### config.mk
export PLATFORM = sky130hd
export DESIGN_NAME = keypad_scanner
export DESIGN_NICKNAME = d
export VERILOG_FILES = /design/src/rtl/keypad_pkg.sv /design/src/rtl/sync_2ff.sv /design/src/rtl/keypad_scanner.sv
export SDC_FILE = /design/constraint.sdc
export NUM_CORES = 1
export LEC_CHECK = 0
export ABC_AREA = 1
export CORE_MARGIN = 4
export CORE_UTILIZATION = 30
export DETAILED_ROUTE_END_ITERATION = 8
export GPL_TIMING_DRIVEN = 0
export PLACE_DENSITY_LB_ADDON = 0.2
export SLEW_MARGIN = 20
export SYNTH_ARGS = -nofsm -noshare
export SYNTH_HDL_FRONTEND = slang
export SYNTH_HIERARCHICAL = 1
export SYNTH_SLANG_ARGS = --single-unit
### constraint.sdc
create_clock -name clk_i -period 2.6 [get_ports clk_i]
set_input_delay 0.26 -clock clk_i [delete_from_list [all_inputs] [get_ports clk_i]]
set_output_delay 0.26 -clock clk_i [all_outputs]
set_load 0.03 [all_outputs]
### src/rtl/keypad_pkg.sv
// rtl/keypad_pkg.sv - shared types and constants for the hex keypad scanner
package keypad_pkg;

   typedef enum logic [1:0] {
      SCAN     = 2'd0,
      DEBOUNCE = 2'd1,
      HELD     = 2'd2
   } state_t;

   localparam logic [3:0] COL_RESET = 4'b1110;

   // Indexed [row][col]; row 3 carries the E/0/F/D keys of the usual hex pad.
   localparam logic [3:0] KEY_MAP [0:3][0:3] = '{
      '{4'h1, 4'h2, 4'h3, 4'hA},
      '{4'h4, 4'h5, 4'h6, 4'hB},
      '{4'h7, 4'h8, 4'h9, 4'hC},
      '{4'hE, 4'h0, 4'hF, 4'hD}
   };

   function automatic logic [1:0] low_index(input logic [3:0] v);
      logic [1:0] idx;
      if (!v[0])      idx = 2'd0;
      else if (!v[1]) idx = 2'd1;
      else if (!v[2]) idx = 2'd2;
      else            idx = 2'd3;
      return idx;
   endfunction

endpackage

### src/rtl/sync_2ff.sv
// rtl/sync_2ff.sv - two-flop synchronizer for asynchronous level inputs
module sync_2ff #(
   parameter int               WIDTH     = 4,
   parameter logic [WIDTH-1:0] RESET_VAL = '0
) (
   input  logic             i_clk,
   input  logic             i_rst,
   input  logic [WIDTH-1:0] i_d,
   output logic [WIDTH-1:0] o_q
);

   logic [WIDTH-1:0] r_meta;
   logic [WIDTH-1:0] r_sync;

   always_ff @(posedge i_clk or posedge i_rst) begin
      if (i_rst) begin
         r_meta <= RESET_VAL;
         r_sync <= RESET_VAL;
      end else begin
         r_meta <= i_d;
         r_sync <= r_meta;
      end
   end

   assign o_q = r_sync;

endmodule

### src/rtl/keypad_scanner.sv
// rtl/keypad_scanner.sv - 4x4 hex keypad column scanner with press/release debounce
module keypad_scanner
   import keypad_pkg::*;
#(
   parameter int SCAN_DIV     = 10000,
   parameter int DEBOUNCE_CNT = 100000
) (
   input  logic       clk_i,
   input  logic       rst_i,
   input  logic [3:0] row_i,
   output logic [3:0] col_o,
   output logic [3:0] key_o,
   output logic       key_valid_o,
   output logic [7:0] data_o,
   output logic       busy_o
);

   localparam int TW = $clog2(SCAN_DIV);
   localparam int DW = $clog2(DEBOUNCE_CNT);
   localparam logic [TW-1:0] TICK_MAX = TW'(SCAN_DIV - 1);
   localparam logic [DW-1:0] DEB_MAX  = DW'(DEBOUNCE_CNT - 1);

   logic          r_rst_meta;
   logic          r_rst_core;
   logic [3:0]    w_rs;
   state_t        r_state;
   state_t        w_state_nx;
   logic [TW-1:0] r_tick;
   logic [DW-1:0] r_deb;
   logic [3:0]    r_col;
   logic [1:0]    r_col_idx;
   logic [1:0]    r_row;
   logic [3:0]    r_key;
   logic          r_key_valid;
   logic [7:0]    r_data;
   logic          w_tick_tc;
   logic          w_any_low;
   logic          w_row_low;
   logic          w_deb_max;
   logic          w_busy;
   logic          w_latch;
   logic          w_rotate;
   logic          w_accept;
   logic          w_tick_run;
   logic          w_deb_inc;

   // Reset asserts straight through, releases two clocks later on clk_i.
   always_ff @(posedge clk_i or posedge rst_i) begin
      if (rst_i) begin
         r_rst_meta <= 1'b1;
         r_rst_core <= 1'b1;
      end else begin
         r_rst_meta <= 1'b0;
         r_rst_core <= r_rst_meta;
      end
   end

   sync_2ff #(
      .WIDTH     (4),
      .RESET_VAL (4'hF)
   ) u_row_sync (
      .i_clk (clk_i),
      .i_rst (r_rst_core),
      .i_d   (row_i),
      .o_q   (w_rs)
   );

   assign w_tick_tc = (r_tick == TICK_MAX);
   assign w_any_low = (w_rs != 4'hF);
   assign w_row_low = ~w_rs[r_row];
   assign w_deb_max = (r_deb == DEB_MAX);

   always_ff @(posedge clk_i or posedge r_rst_core) begin
      if (r_rst_core) r_state <= SCAN;
      else            r_state <= w_state_nx;
   end

   always_comb begin
      w_state_nx = r_state;
      unique case (r_state)
         SCAN: begin
            if (w_tick_tc && w_any_low) w_state_nx = DEBOUNCE;
         end
         DEBOUNCE: begin
            if (!w_row_low)     w_state_nx = SCAN;
            else if (w_deb_max) w_state_nx = HELD;
         end
         HELD: begin
            if (!w_row_low && w_deb_max) w_state_nx = SCAN;
         end
         default: w_state_nx = SCAN;
      endcase
   end

   // The one debounce counter counts low cycles in DEBOUNCE and high cycles in HELD.
   always_comb begin
      w_busy     = 1'b0;
      w_latch    = 1'b0;
      w_rotate   = 1'b0;
      w_accept   = 1'b0;
      w_tick_run = 1'b0;
      w_deb_inc  = 1'b0;
      unique case (r_state)
         SCAN: begin
            w_tick_run = 1'b1;
            w_latch    = w_tick_tc && w_any_low;
            w_rotate   = w_tick_tc && !w_any_low;
         end
         DEBOUNCE: begin
            w_busy    = 1'b1;
            w_accept  = w_row_low && w_deb_max;
            w_deb_inc = w_row_low && !w_deb_max;
         end
         HELD: begin
            w_busy    = 1'b1;
            w_rotate  = !w_row_low && w_deb_max;
            w_deb_inc = !w_row_low && !w_deb_max;
         end
         default: begin
            w_busy = 1'b0;
         end
      endcase
   end

   always_ff @(posedge clk_i or posedge r_rst_core) begin
      if (r_rst_core) begin
         r_tick    <= '0;
         r_deb     <= '0;
         r_col     <= COL_RESET;
         r_col_idx <= 2'd0;
         r_row     <= 2'd0;
      end else begin
         if (w_tick_run && !w_tick_tc) r_tick <= r_tick + 1'b1;
         else                          r_tick <= '0;
         if (w_deb_inc) r_deb <= r_deb + 1'b1;
         else           r_deb <= '0;
         if (w_rotate) r_col <= {r_col[2:0], r_col[3]};
         if (w_latch) begin
            r_col_idx <= low_index(r_col);
            r_row     <= low_index(w_rs);
         end
      end
   end

   always_ff @(posedge clk_i or posedge r_rst_core) begin
      if (r_rst_core) begin
         r_key       <= 4'h0;
         r_key_valid <= 1'b0;
         r_data      <= 8'h00;
      end else begin
         r_key_valid <= w_accept;
         if (w_accept) begin
            r_key  <= KEY_MAP[r_row][r_col_idx];
            r_data <= {r_data[3:0], KEY_MAP[r_row][r_col_idx]};
         end
      end
   end

   assign col_o       = r_col;
   assign key_o       = r_key;
   assign key_valid_o = r_key_valid;
   assign data_o      = r_data;
   assign busy_o      = w_busy;

endmodule
==> flow_summary.yaml <==
worst_setup_path:
  cp_slowest_stage_delay_ps: 700
  slowest_stage: "clkdlybuf4s50_1"
  timing.rr.end: "r_deb[4]"
  crit_arrival_ps: 1820
  worst-path-buf-inv: 2
  worstPathCellList: "inv_1 -> ha_1 -> clkdlybuf4s50_1"
  crit_path_end_kind: "output port"
  cp_top_family: "buffers and inverters"
  rrSetupSlack_ps: 920
  crit_start: "r_state[0]"
  r2r-start: "r_deb[0]"
  startpoint_type: "flip-flop"
  path_class: "reg2out"
  r2r_cells: 9
  cp.required_ps: 2340
  path_max_fanout: 3
timing:
  max_slew.worst_pin.slew_ps: 630
  fin_crit_sh: 0.800
  hold_viol: 0
  maxSlewHeadroom: 0.580
  max_freq_ghz: 0.481
  rsz0062_at_grt: "no"
  clock-skew-final_ps: 10.4
  drv_slew: 0
  setup_viol: 0
  period_needed_ps: 2080
  finalSetupTns_ps: 0
floorplan:
  die_h_um: 107
  dieArea_mm2: 0.0115
  die_w_um: 107
  core_area_mm2: 0.00942
  initial_core_util: 0.313
  rows: 35
  pin_count: 24
cts:
  tritoncts: "done"
  cts_buffers: 9
  clk_path_buf_depth: 2
  hold_buffers: 0
  cts_resized: 0
  htree_levels: 3
  clkTransAtPathRegs_ps: 60
  clk-insertion-delay-late_ps: 340
  postCtsSetupBuffers: 0
  cts.sinks: 60
  cts-root-buf: "clkbuf_8"
drt:
  dr.first_iter.drc_count: 74
  drt-total-wl_um: 5580
  wire_per_inst_um: 10.8
  routed_via_density: 4.26
  vias: 2194
  ant_nets: 0
  firstDrtPassIters: 4
  drc: 0
cells_and_area:
  syn_to_final_growth_pct: 19.9
  nNetsFinal: 392
  drive_gt1_frac: 0.130
  fillerInstances: 979
  diodes: 0
  utilization: 0.375
synth:
  synth.ff_latch_count: 60
  ys_warn_count: 6
  yosysUniqueCellTypes: 26
  synth_area_mm2: 0.00295
  synth_seq_area_share: 0.515
  avgSynthCellArea_um2: 8.50
  synthCells: 347
  synth.net_count: 358
grt:
  grt_pass1_wl_um: 9800
  grt_pass1_vias: 2211
  antenna_found_initial: 0
  grt_max_degree: 51
  grt-ovfl-total: 0
  grtUsageTotal: 0.108
pwr:
  power.density_mw_per_mm2: 505
  p_leak_uw: 0.00164
  vdd.ir_drop.worst_v: 0.000262
  power_uw: 1790
run:
  maxCapViolCount: 0
outcome:
  status: "completed"
placed_design:
  dp_hpwl_um: 4010
  port-buffer-count: 23
  place_congestion: 0.832
min_path:
  hp-class: "in2async"
[per-stage QoR]
step	area, um^2	hold slack (ps)	setup WS, ps	std cells
floorplan	2950	172	1050	347
finish	3530	239	520	515
CTS	3530	223	476	515
global route	3530	239	412	515
global placement	3340	347	363	499
detailed placement	3340	347	857	499
[cell families (layout without fill, tap and decap cells)]
family	count (synthesis)	count (layout)	synth area share
other	1	1	0.00127
XOR/XNOR	20	20	0.0594
AND/OR/NAND/NOR	175	175	0.263
buffers and inverters	60	99	0.0895
adder cells (fa/ha/maj)	5	5	0.0212
flip-flops	60	60	0.515
AO/OA/AOI/OAI	26	26	0.0513
[cell usage in the layout (no fill, tap or decap), drive strengths merged]
master         synthesis  final
xnor2                  4      4
nand2                 78     78
a21oi                  8      8
clkdlybuf4s50          0     23
o22ai                  2      2
xor2                  16     16
o21ai                 16     16
nand4                  5      5
nor2                  56     56
dfstp                 13     13
buf                    8      8
dfrtp                 47     47
inv                   52     52
nand3                 27     27
conb                   1      1
nor3                   7      7
clkbuf                 0     15
nor3b                  2      2
clkinv                 0      1
ha                     5      5
[final cells by class]
cell class / instances / area (um^2) / share of cell area
buffer: 8 / 68.8 / 0.0195
clock buffer: 15 / 186 / 0.0527
clock inverter: 1 / 5.00 / 0.00142
inverter: 52 / 198 / 0.0559
multi-input combinational: 227 / 1170 / 0.330
sequential: 60 / 1520 / 0.429
tap: 129 / 161 / 0.0457
timing repair buffer: 23 / 230 / 0.0651
[metal layers]
layer / global-route usage / wire [um]
met1: 0.144 / 2890
met5: 0 / 0
met3: 0.0421 / 305
met4: 0.0420 / 67
met2: 0.158 / 2320
[worst max path at each step]
stage / cells past startpoint / endpoint / slack, ps
final: 3 / busy_o / 520
after global routing: 3 / busy_o / 410
after CTS: 3 / busy_o / 480
after detailed placement: 3 / busy_o / 860
after global placement: 1 / data_o[5] / 360
after floorplan: 1 / col_o[0] / 1050
[power breakdown]
part | switching (uW) | internal [uW] | leakage, uW | total, uW
sequential | 3.79 | 948 | 0.000783 | 952
combinational | 22.3 | 8.85 | 0.000752 | 31.2
clock | 352 | 450 | 0.0000997 | 802
total | 378 | 1410 | 0.00164 | 1790
[sequential cells by signal (all words and copies together), names as in the netlist]
name and cells:
key_valid_o 1, key_o 3, r_col_idx 2, r_row 2, r_rst_core 1, u_row_sync/r_meta 4, col_o 4, data_o 5
r_rst_meta 1, r_tick 14, r_deb 17, r_state 2, u_row_sync/o_q 4
[synth_stat cells]
cell     instances  area share
o22ai_1          2      0.0042
o21ai_2          5       0.015
nor3_1           7       0.012
o21ai_0         11       0.019
nor2_4           2      0.0076
inv_1           52       0.066
a21oi_1          8       0.014
nand2_1         76       0.097
ha_1             5       0.021
nand4_1          4      0.0085
nand4_4          1      0.0072
dfrtp_1         47        0.40
nor2_2           2      0.0042
nand2_2          1      0.0021
xnor2_1          4       0.012
buf_4            4       0.010
buf_2            1      0.0017
nor3b_1          2      0.0051
conb_1           1      0.0013
nor2_1          52       0.066
xor2_1          16       0.048
nand3_1         25       0.042
buf_6            3       0.011
nand3_2          2      0.0068
dfstp_2         13        0.12
nand2_4          1      0.0038
(Power assumes the default switching activity.)
